$ cat config.mk
export PLATFORM = sky130hd
export DESIGN_NAME = id_stage_flat
export DESIGN_NICKNAME = d
export VERILOG_FILES = /design/src/rtl/riscv_pkg.sv /design/src/rtl/id_stage_if.sv /design/src/rtl/id_imm_gen.sv /design/src/rtl/id_stage.sv /design/src/flat_wrapper.sv
export SDC_FILE = /design/constraint.sdc
export NUM_CORES = 1
export LEC_CHECK = 0
export BUFFER_PORTS_ARGS = -buffer_cell sky130_fd_sc_hd__buf_2
export CAP_MARGIN = 20
export CORE_AREA = 2 2 178 180
export CTS_BUF_LIST = sky130_fd_sc_hd__clkbuf_16
export CTS_CLUSTER_DIAMETER = 30
export DETAILED_ROUTE_END_ITERATION = 10
export DIE_AREA = 0 0 180 182
export GPL_ROUTABILITY_DRIVEN = 0
export SLEW_MARGIN = 20
export SYNTH_ARGS = -nofsm -noshare
export SYNTH_HDL_FRONTEND = slang
export SYNTH_SLANG_ARGS = --single-unit
export TNS_END_PERCENT = 100
$ cat constraint.sdc
create_clock -name clk -period 2.8 [get_ports clk]
set_input_delay 0.56 -clock clk [delete_from_list [all_inputs] [get_ports clk]]
set_output_delay 0.56 -clock clk [all_outputs]
set_load 0.01 [all_outputs]
$ cat src/rtl/riscv_pkg.sv
// Shared RISC-V decode constants: major opcodes, funct7 values and the
// aluop field layout consumed by EX.
package riscv_pkg;

  localparam logic [6:0] OP        = 7'b0110011;
  localparam logic [6:0] OP_IMM    = 7'b0010011;
  localparam logic [6:0] OP_32     = 7'b0111011;
  localparam logic [6:0] OP_IMM_32 = 7'b0011011;
  localparam logic [6:0] LUI       = 7'b0110111;
  localparam logic [6:0] AUIPC     = 7'b0010111;

  localparam logic [6:0] F7_BASE = 7'b0000000;
  localparam logic [6:0] F7_ALT  = 7'b0100000;

  localparam logic [2:0] F3_ADD = 3'b000;
  localparam logic [2:0] F3_SLL = 3'b001;
  localparam logic [2:0] F3_SR  = 3'b101;

  typedef enum logic [2:0] {
    CLS_NOP   = 3'b000,
    CLS_REG   = 3'b001,
    CLS_IMM   = 3'b010,
    CLS_LUI   = 3'b011,
    CLS_AUIPC = 3'b100
  } alu_class_e;

  localparam int unsigned AOP_WORD    = 7;
  localparam int unsigned AOP_CLS_LSB = 4;
  localparam int unsigned AOP_ALT     = 3;
  localparam int unsigned AOP_F3_LSB  = 0;
  localparam int unsigned AOP_BITS    = 8;

  function automatic logic [AOP_BITS-1:0] pack_aluop(input logic       word,
                                                     input alu_class_e cls,
                                                     input logic       alt,
                                                     input logic [2:0] f3);
    logic [AOP_BITS-1:0] a;
    a                     = '0;
    a[AOP_WORD]           = word;
    a[AOP_CLS_LSB +: 3]   = cls;
    a[AOP_ALT]            = alt;
    a[AOP_F3_LSB +: 3]    = f3;
    return a;
  endfunction

endpackage

$ cat src/rtl/id_stage_if.sv
// IF/ID input handshake and registered ID/EX bundle of the decode stage.
interface id_stage_if #(
  parameter int unsigned XLEN     = 64,
  parameter int unsigned ALUOP_W  = 8,
  parameter int unsigned ALUSEL_W = 3,
  parameter int unsigned RA_W     = 5
);
  logic                in_valid;
  logic                in_ready;
  logic [XLEN-1:0]     in_pc;
  logic [31:0]         in_inst;

  logic                out_valid;
  logic                out_ready;
  logic [XLEN-1:0]     pc_o;
  logic [ALUOP_W-1:0]  aluop_o;
  logic [ALUSEL_W-1:0] alusel_o;
  logic [XLEN-1:0]     reg1_o;
  logic [XLEN-1:0]     reg2_o;
  logic [RA_W-1:0]     wa_o;
  logic                we_o;
  logic                illegal_o;

  // Surrounding pipeline: feeds instructions and accepts the bundle.
  modport master (
    output in_valid, in_pc, in_inst, out_ready,
    input  in_ready, out_valid, pc_o, aluop_o, alusel_o,
           reg1_o, reg2_o, wa_o, we_o, illegal_o
  );

  // Decode stage itself.
  modport slave (
    input  in_valid, in_pc, in_inst, out_ready,
    output in_ready, out_valid, pc_o, aluop_o, alusel_o,
           reg1_o, reg2_o, wa_o, we_o, illegal_o
  );
endinterface

$ cat src/rtl/id_imm_gen.sv
// Sign-extended I-type and U-type immediates for the decode stage.
module id_imm_gen #(
  parameter int unsigned XLEN = 64
) (
  input  logic [31:12]     inst,
  output logic [XLEN-1:0]  imm_i,
  output logic [XLEN-1:0]  imm_u
);
  logic signed [11:0] i12;
  logic signed [31:0] u32;

  always_comb begin
    i12   = inst[31:20];
    u32   = {inst[31:12], 12'b0};
    imm_i = XLEN'(i12);
    imm_u = XLEN'(u32);
  end
endmodule

$ cat src/rtl/id_stage.sv
// RISC-V integer ALU decode stage: operand fetch, legality check, load-use
// interlock and a registered ID/EX bundle under valid/ready.
module id_stage
  import riscv_pkg::*;
#(
  parameter int unsigned XLEN     = 64,
  parameter int unsigned ALUOP_W  = 8,
  parameter int unsigned ALUSEL_W = 3,
  parameter int unsigned RA_W     = 5
) (
  input  logic            clk,
  input  logic            rst,
  id_stage_if.slave       bus,
  input  logic            flush,
  input  logic            ex_load_valid,
  input  logic [RA_W-1:0] ex_load_rd,
  output logic            rf_re1,
  output logic            rf_re2,
  output logic [RA_W-1:0] rf_addr1,
  output logic [RA_W-1:0] rf_addr2,
  input  logic [XLEN-1:0] rf_data1,
  input  logic [XLEN-1:0] rf_data2
);
  localparam bit IS64 = (XLEN == 64);

  logic [6:0]  opcode;
  logic [4:0]  rd, rs1, rs2;
  logic [2:0]  f3;
  logic [6:0]  f7;
  logic [5:0]  f6;

  logic [XLEN-1:0] imm_i, imm_u;

  logic            legal, word, alt;
  alu_class_e      cls;
  logic [XLEN-1:0] op1, op2;
  logic [AOP_BITS-1:0] aluop_d;
  logic            we_d;
  logic            hz, accept;

  assign opcode = bus.in_inst[6:0];
  assign rd     = bus.in_inst[11:7];
  assign f3     = bus.in_inst[14:12];
  assign rs1    = bus.in_inst[19:15];
  assign rs2    = bus.in_inst[24:20];
  assign f7     = bus.in_inst[31:25];
  assign f6     = bus.in_inst[31:26];

  assign rf_addr1 = RA_W'(rs1);
  assign rf_addr2 = RA_W'(rs2);

  id_imm_gen #(.XLEN(XLEN)) u_imm (
    .inst  (bus.in_inst[31:12]),
    .imm_i (imm_i),
    .imm_u (imm_u)
  );

  always_comb begin
    rf_re1 = 1'b0;
    rf_re2 = 1'b0;
    legal  = 1'b0;
    word   = 1'b0;
    alt    = 1'b0;
    cls    = CLS_NOP;
    op1    = '0;
    op2    = '0;
    case (opcode)
      OP: begin
        rf_re1 = 1'b1;
        rf_re2 = 1'b1;
        cls    = CLS_REG;
        alt    = bus.in_inst[30];
        op1    = rf_data1;
        op2    = rf_data2;
        legal  = (f7 == F7_BASE) ||
                 ((f7 == F7_ALT) && ((f3 == F3_ADD) || (f3 == F3_SR)));
      end
      OP_IMM: begin
        rf_re1 = 1'b1;
        cls    = CLS_IMM;
        op1    = rf_data1;
        op2    = imm_i;
        // inst[25] is shamt[5] on RV64 but must be zero on RV32
        case (f3)
          F3_SLL: legal = (f6 == 6'b000000) && (IS64 || !bus.in_inst[25]);
          F3_SR: begin
            legal = ((f6 == 6'b000000) || (f6 == 6'b010000)) &&
                    (IS64 || !bus.in_inst[25]);
            alt   = bus.in_inst[30];
          end
          default: legal = 1'b1;
        endcase
      end
      OP_32: begin
        rf_re1 = 1'b1;
        rf_re2 = 1'b1;
        cls    = CLS_REG;
        word   = 1'b1;
        alt    = bus.in_inst[30];
        op1    = rf_data1;
        op2    = rf_data2;
        legal  = IS64 &&
                 (((f7 == F7_BASE) && ((f3 == F3_ADD) || (f3 == F3_SLL) || (f3 == F3_SR))) ||
                  ((f7 == F7_ALT)  && ((f3 == F3_ADD) || (f3 == F3_SR))));
      end
      OP_IMM_32: begin
        rf_re1 = 1'b1;
        cls    = CLS_IMM;
        word   = 1'b1;
        op1    = rf_data1;
        op2    = imm_i;
        case (f3)
          F3_ADD: legal = IS64;
          F3_SLL: legal = IS64 && (f7 == F7_BASE);
          F3_SR: begin
            legal = IS64 && ((f7 == F7_BASE) || (f7 == F7_ALT));
            alt   = bus.in_inst[30];
          end
          default: legal = 1'b0;
        endcase
      end
      LUI: begin
        cls   = CLS_LUI;
        legal = 1'b1;
        op2   = imm_u;
      end
      AUIPC: begin
        cls   = CLS_AUIPC;
        legal = 1'b1;
        op1   = bus.in_pc;
        op2   = imm_u;
      end
      default: legal = 1'b0;
    endcase

    aluop_d = legal ? pack_aluop(word, cls, alt, f3) : '0;
    we_d    = legal && (rd != 5'd0);
  end

  assign hz = bus.in_valid && ex_load_valid && (ex_load_rd != '0) &&
              ((rf_re1 && (rf_addr1 == ex_load_rd)) ||
               (rf_re2 && (rf_addr2 == ex_load_rd)));

  assign bus.in_ready = !rst && (!bus.out_valid || bus.out_ready) && !hz && !flush;
  assign accept       = bus.in_valid && bus.in_ready;

  always_ff @(posedge clk) begin
    if (rst) begin
      bus.out_valid <= 1'b0;
      bus.pc_o      <= '0;
      bus.aluop_o   <= '0;
      bus.alusel_o  <= '0;
      bus.reg1_o    <= '0;
      bus.reg2_o    <= '0;
      bus.wa_o      <= '0;
      bus.we_o      <= 1'b0;
      bus.illegal_o <= 1'b0;
    end else if (flush) begin
      bus.out_valid <= 1'b0;
    end else if (accept) begin
      bus.out_valid <= 1'b1;
      bus.pc_o      <= bus.in_pc;
      bus.aluop_o   <= ALUOP_W'(aluop_d);
      bus.alusel_o  <= ALUSEL_W'(f3);
      bus.reg1_o    <= op1;
      bus.reg2_o    <= op2;
      bus.wa_o      <= RA_W'(rd);
      bus.we_o      <= we_d;
      bus.illegal_o <= !legal;
    end else if (bus.out_ready && bus.out_valid) begin
      bus.out_valid <= 1'b0;
    end
  end
endmodule

$ cat src/flat_wrapper.sv
// flat-port wrapper written by rule: the top's interface ports become plain ports
module id_stage_flat import riscv_pkg::*;
#(
  parameter int unsigned XLEN     = 64,
  parameter int unsigned ALUOP_W  = 8,
  parameter int unsigned ALUSEL_W = 3,
  parameter int unsigned RA_W     = 5
)
  (clk, rst, flush, ex_load_valid, ex_load_rd, rf_re1, rf_re2, rf_addr1, rf_addr2, rf_data1, rf_data2, bus_in_valid, bus_in_pc, bus_in_inst, bus_out_ready, bus_in_ready, bus_out_valid, bus_pc_o, bus_aluop_o, bus_alusel_o, bus_reg1_o, bus_reg2_o, bus_wa_o, bus_we_o, bus_illegal_o);
  id_stage_if #(.XLEN(XLEN), .ALUOP_W(ALUOP_W), .ALUSEL_W(ALUSEL_W), .RA_W(RA_W)) bus_i ();
  input  logic clk;
  input  logic rst;
  input  logic flush;
  input  logic ex_load_valid;
  input  logic [RA_W-1:0] ex_load_rd;
  output logic rf_re1;
  output logic rf_re2;
  output logic [RA_W-1:0] rf_addr1;
  output logic [RA_W-1:0] rf_addr2;
  input  logic [XLEN-1:0] rf_data1;
  input  logic [XLEN-1:0] rf_data2;
  input wire logic [$bits(bus_i.in_valid)-1:0] bus_in_valid;
  input wire logic [$bits(bus_i.in_pc)-1:0] bus_in_pc;
  input wire logic [$bits(bus_i.in_inst)-1:0] bus_in_inst;
  input wire logic [$bits(bus_i.out_ready)-1:0] bus_out_ready;
  output wire logic [$bits(bus_i.in_ready)-1:0] bus_in_ready;
  output wire logic [$bits(bus_i.out_valid)-1:0] bus_out_valid;
  output wire logic [$bits(bus_i.pc_o)-1:0] bus_pc_o;
  output wire logic [$bits(bus_i.aluop_o)-1:0] bus_aluop_o;
  output wire logic [$bits(bus_i.alusel_o)-1:0] bus_alusel_o;
  output wire logic [$bits(bus_i.reg1_o)-1:0] bus_reg1_o;
  output wire logic [$bits(bus_i.reg2_o)-1:0] bus_reg2_o;
  output wire logic [$bits(bus_i.wa_o)-1:0] bus_wa_o;
  output wire logic [$bits(bus_i.we_o)-1:0] bus_we_o;
  output wire logic [$bits(bus_i.illegal_o)-1:0] bus_illegal_o;
  assign bus_i.in_valid = bus_in_valid;
  assign bus_i.in_pc = bus_in_pc;
  assign bus_i.in_inst = bus_in_inst;
  assign bus_i.out_ready = bus_out_ready;
  assign bus_in_ready = bus_i.in_ready;
  assign bus_out_valid = bus_i.out_valid;
  assign bus_pc_o = bus_i.pc_o;
  assign bus_aluop_o = bus_i.aluop_o;
  assign bus_alusel_o = bus_i.alusel_o;
  assign bus_reg1_o = bus_i.reg1_o;
  assign bus_reg2_o = bus_i.reg2_o;
  assign bus_wa_o = bus_i.wa_o;
  assign bus_we_o = bus_i.we_o;
  assign bus_illegal_o = bus_i.illegal_o;
  id_stage #(.XLEN(XLEN), .ALUOP_W(ALUOP_W), .ALUSEL_W(ALUSEL_W), .RA_W(RA_W)) u_core (.clk(clk), .rst(rst), .bus(bus_i), .flush(flush), .ex_load_valid(ex_load_valid), .ex_load_rd(ex_load_rd), .rf_re1(rf_re1), .rf_re2(rf_re2), .rf_addr1(rf_addr1), .rf_addr2(rf_addr2), .rf_data1(rf_data1), .rf_data2(rf_data2));
endmodule
==> impl_metrics.yaml <==
cts:
  clock_sinks: 211
  numCtsBuffers: 54
  cts_hold_buf: 0
  cts_setup_buffers: 0
  cts_resized: 0
  htree_levels: 2
  clock_latency_ns: 0.56
  cts_root_buffer: "clkbuf_16"
  cts_tree: "yes"
  clk_pin_slew_ns: 0.04
  cts_buffer_depth: 3
yosys:
  yosysWarningCount: 0
  synthFlopType: "dfxtp_1"
  synth_edf_count: 0
  synth_fa_ha_area_share_pct: 0
  synth_nets: 1268
  synth-compound-area-share_pct: 27.9
  postSynthAreaPerCell_sq_um: 9.00
  synth-simple-area-share_pct: 11.4
  seq_area_frac_synth_pct: 45.4
  syn_inst: 1033
  async_reset_ff_share_pct: 0
  muxShareOfSynthArea_pct: 7.57
  yosys-top-cells-area: "dfxtp_1 45%, a21oi_1 9.8%, mux2i_1 6.2%"
  synth.top_cell.area_share_pct: 45.4
  synthXorXnorAreaFrac_pct: 0.942
  syn_area_sq_mm: 0.00930
  synth_top_family_by_area: "compound AO/OA/AOI/OAI gates"
  ys_ff_latch: 211
  yosysTopAreaCell: "dfxtp_1"
  synth.distinct_cells: 47
grt:
  grt_pass1_vias: 9590
  grt_start_max_net_pins: 212
  grt-ovfl-total: 0
  antenna_found_initial: 0
  gr-usage-all-layers_pct: 21.5
  grt_pass1_wl_um: 56500
critical_path:
  arrival_ns: 1.96
  slowest_delay_ns: 0.31
  cpMaxStageDelayCell: "and4_1"
  cp_max_fo: 4
  cp.required_ns: 2.24
  path_cells: "buf_2, nand4b_1, nor3b_2, and4_1, o21a_4, a21boi_0, buf_2"
  crit_top_cell: "buf_2"
  path_class: "input pin to primary output"
  cp-end-kind: "primary output"
  start_kind: "input pin"
floorplanning:
  die_x_um: 180
  core_sq_mm: 0.0310
  dieHeight_um: 182
  start_util_pct: 30.0
  dieArea_sq_mm: 0.0328
  num_rows: 65
  pin_count: 459
sta:
  setup-violations-final: 0
  rsz0062_at_grt: "no"
  finalHoldViolCount: 0
  clock_skew_ns: 0.0208
  finalCritPeriodShare_pct: 90.1
  finalMaxSlewViolations: 0
  worst_pin_slew_ns: 1.14
  finalSetupTns_ns: 0
  period_needed_ns: 2.52
  timing.final.ws_setup_ns: 0.278
  fmax_mhz: 396
  slew_headroom_pct: 23.9
worst_hold_path:
  hp-class: "input pin to flop"
flow_run:
  maxCapViolations: 0
drt:
  drc: 0
  routedWlPerCell_um: 19.9
  vias_per_cell: 5.33
  drtIter0Drc: 739
  drtAntennaViolNets: 0
  wl_um: 37700
  drtPass1Iterations: 6
  vias: 10091
finish:
  drive_above_1_share_pct: 39.6
  area_delta_synth_final_pct: 47.2
  final_cell_mix: "457 x buf_2, 211 x dfxtp_1, 183 x a21oi_1"
  final_common_cell: "buf_2"
  nets: 1682
  num_antenna_cells: 0
pwr:
  finalPower_w: 0.0101
  vdd_drop_max_mv: 0.426
  power-per-cell-area_mw_per_mm2: 735
  leakagePower_nw: 5.85
placement:
  numPortBuffers: 458
  dp_slack_ns: 0.140
  dp_hpwl_um: 25800
status:
  status: "completed"
## state kept, by name, summed over array words and instances, names as in the netlist
register / count
u_core.bus.wa_o: 5
u_core.bus.reg1_o: 64
u_core.bus.reg2_o: 64
u_core.bus.alusel_o: 3
u_core.bus.illegal_o: 1
u_core.bus.we_o: 1
u_core.bus.out_valid: 1
u_core.bus.aluop_o: 8
u_core.bus.pc_o: 64
## critical path: cells and delay by family
kind,cells,cell delay [ns]
compound gates,2,0.29
buf+inv,2,0.25
simple gates,3,0.86
## per-layer routing
layer	part of all wire, %	GRT usage (%)	vias up
met5	0	0	-
met4	4.0	9.43	0
met3	7.8	5.17	94
met2	47	35.4	545
met1	41	26.9	4774
li1	-	-	4678
## synth_stat cells, types with 2 or more instances
cell type and instances:
clkbuf_1 85, nor2b_1 3, buf_6 2, buf_12 3
o21ai_0 90, mux2i_1 58, buf_2 22, nor3b_1 3
nand3_1 75, nand4_1 16, a21oi_1 183, a221oi_1 19
and2_1 2, xor2_1 5, nand2_1 3, dfxtp_1 211
or4_1 3, nand2b_1 64, mux2_2 11, a211oi_1 65
a22oi_1 64, buf_4 11, xnor2_1 5, o21ai_2 2
buf_1 3, nor3_1 3, nand4b_1 2
## final cells by class
type	count	area, sq um
multi-input cells	693	4490
clock buffers	55	1380
well taps	402	503
inverters	2	7.51
fillers	3053	17300
clock inverters	45	454
repair buffers	485	2640
flip-flops and latches	211	4220
## metrics by stage
stage	hold WS, ns	instance area [sq um]	utilization (%)	cells
CTS	0.174	13700	44.2	1893
global placement	0.455	11900	38.3	1793
global route	0.188	13700	44.2	1893
floorplan	0.493	9300	-	1033
detailed placement	0.461	11900	38.3	1793
finish	0.201	13700	44.2	1893
## report_power, final
group	internal, W	switching (W)
Combinational	0.000330	0.000427
Sequential	0.00310	0.0000412
Clock	0.00427	0.00189
## cell families after synthesis
group	Yosys count
flops	211
xor+xnor	10
compound gates	433
simple gates	181
mux	69
buf+inv	129
## path summary, 6_finish.rpt
check | start | end | slack (ns) | depth (start not counted)
max | bus_in_inst[6] | bus_in_ready | 0.28 | 7
min | flush | u_core.bus.out_valid | 0.20 | 2
max reg2reg | u_core.bus.out_valid | u_core.bus.reg1_o[56] | 0.75 | 6
min reg2reg | u_core.bus.reg2_o[55] | u_core.bus.reg2_o[55] | 0.47 | 2
(Power assumes the default switching activity.)
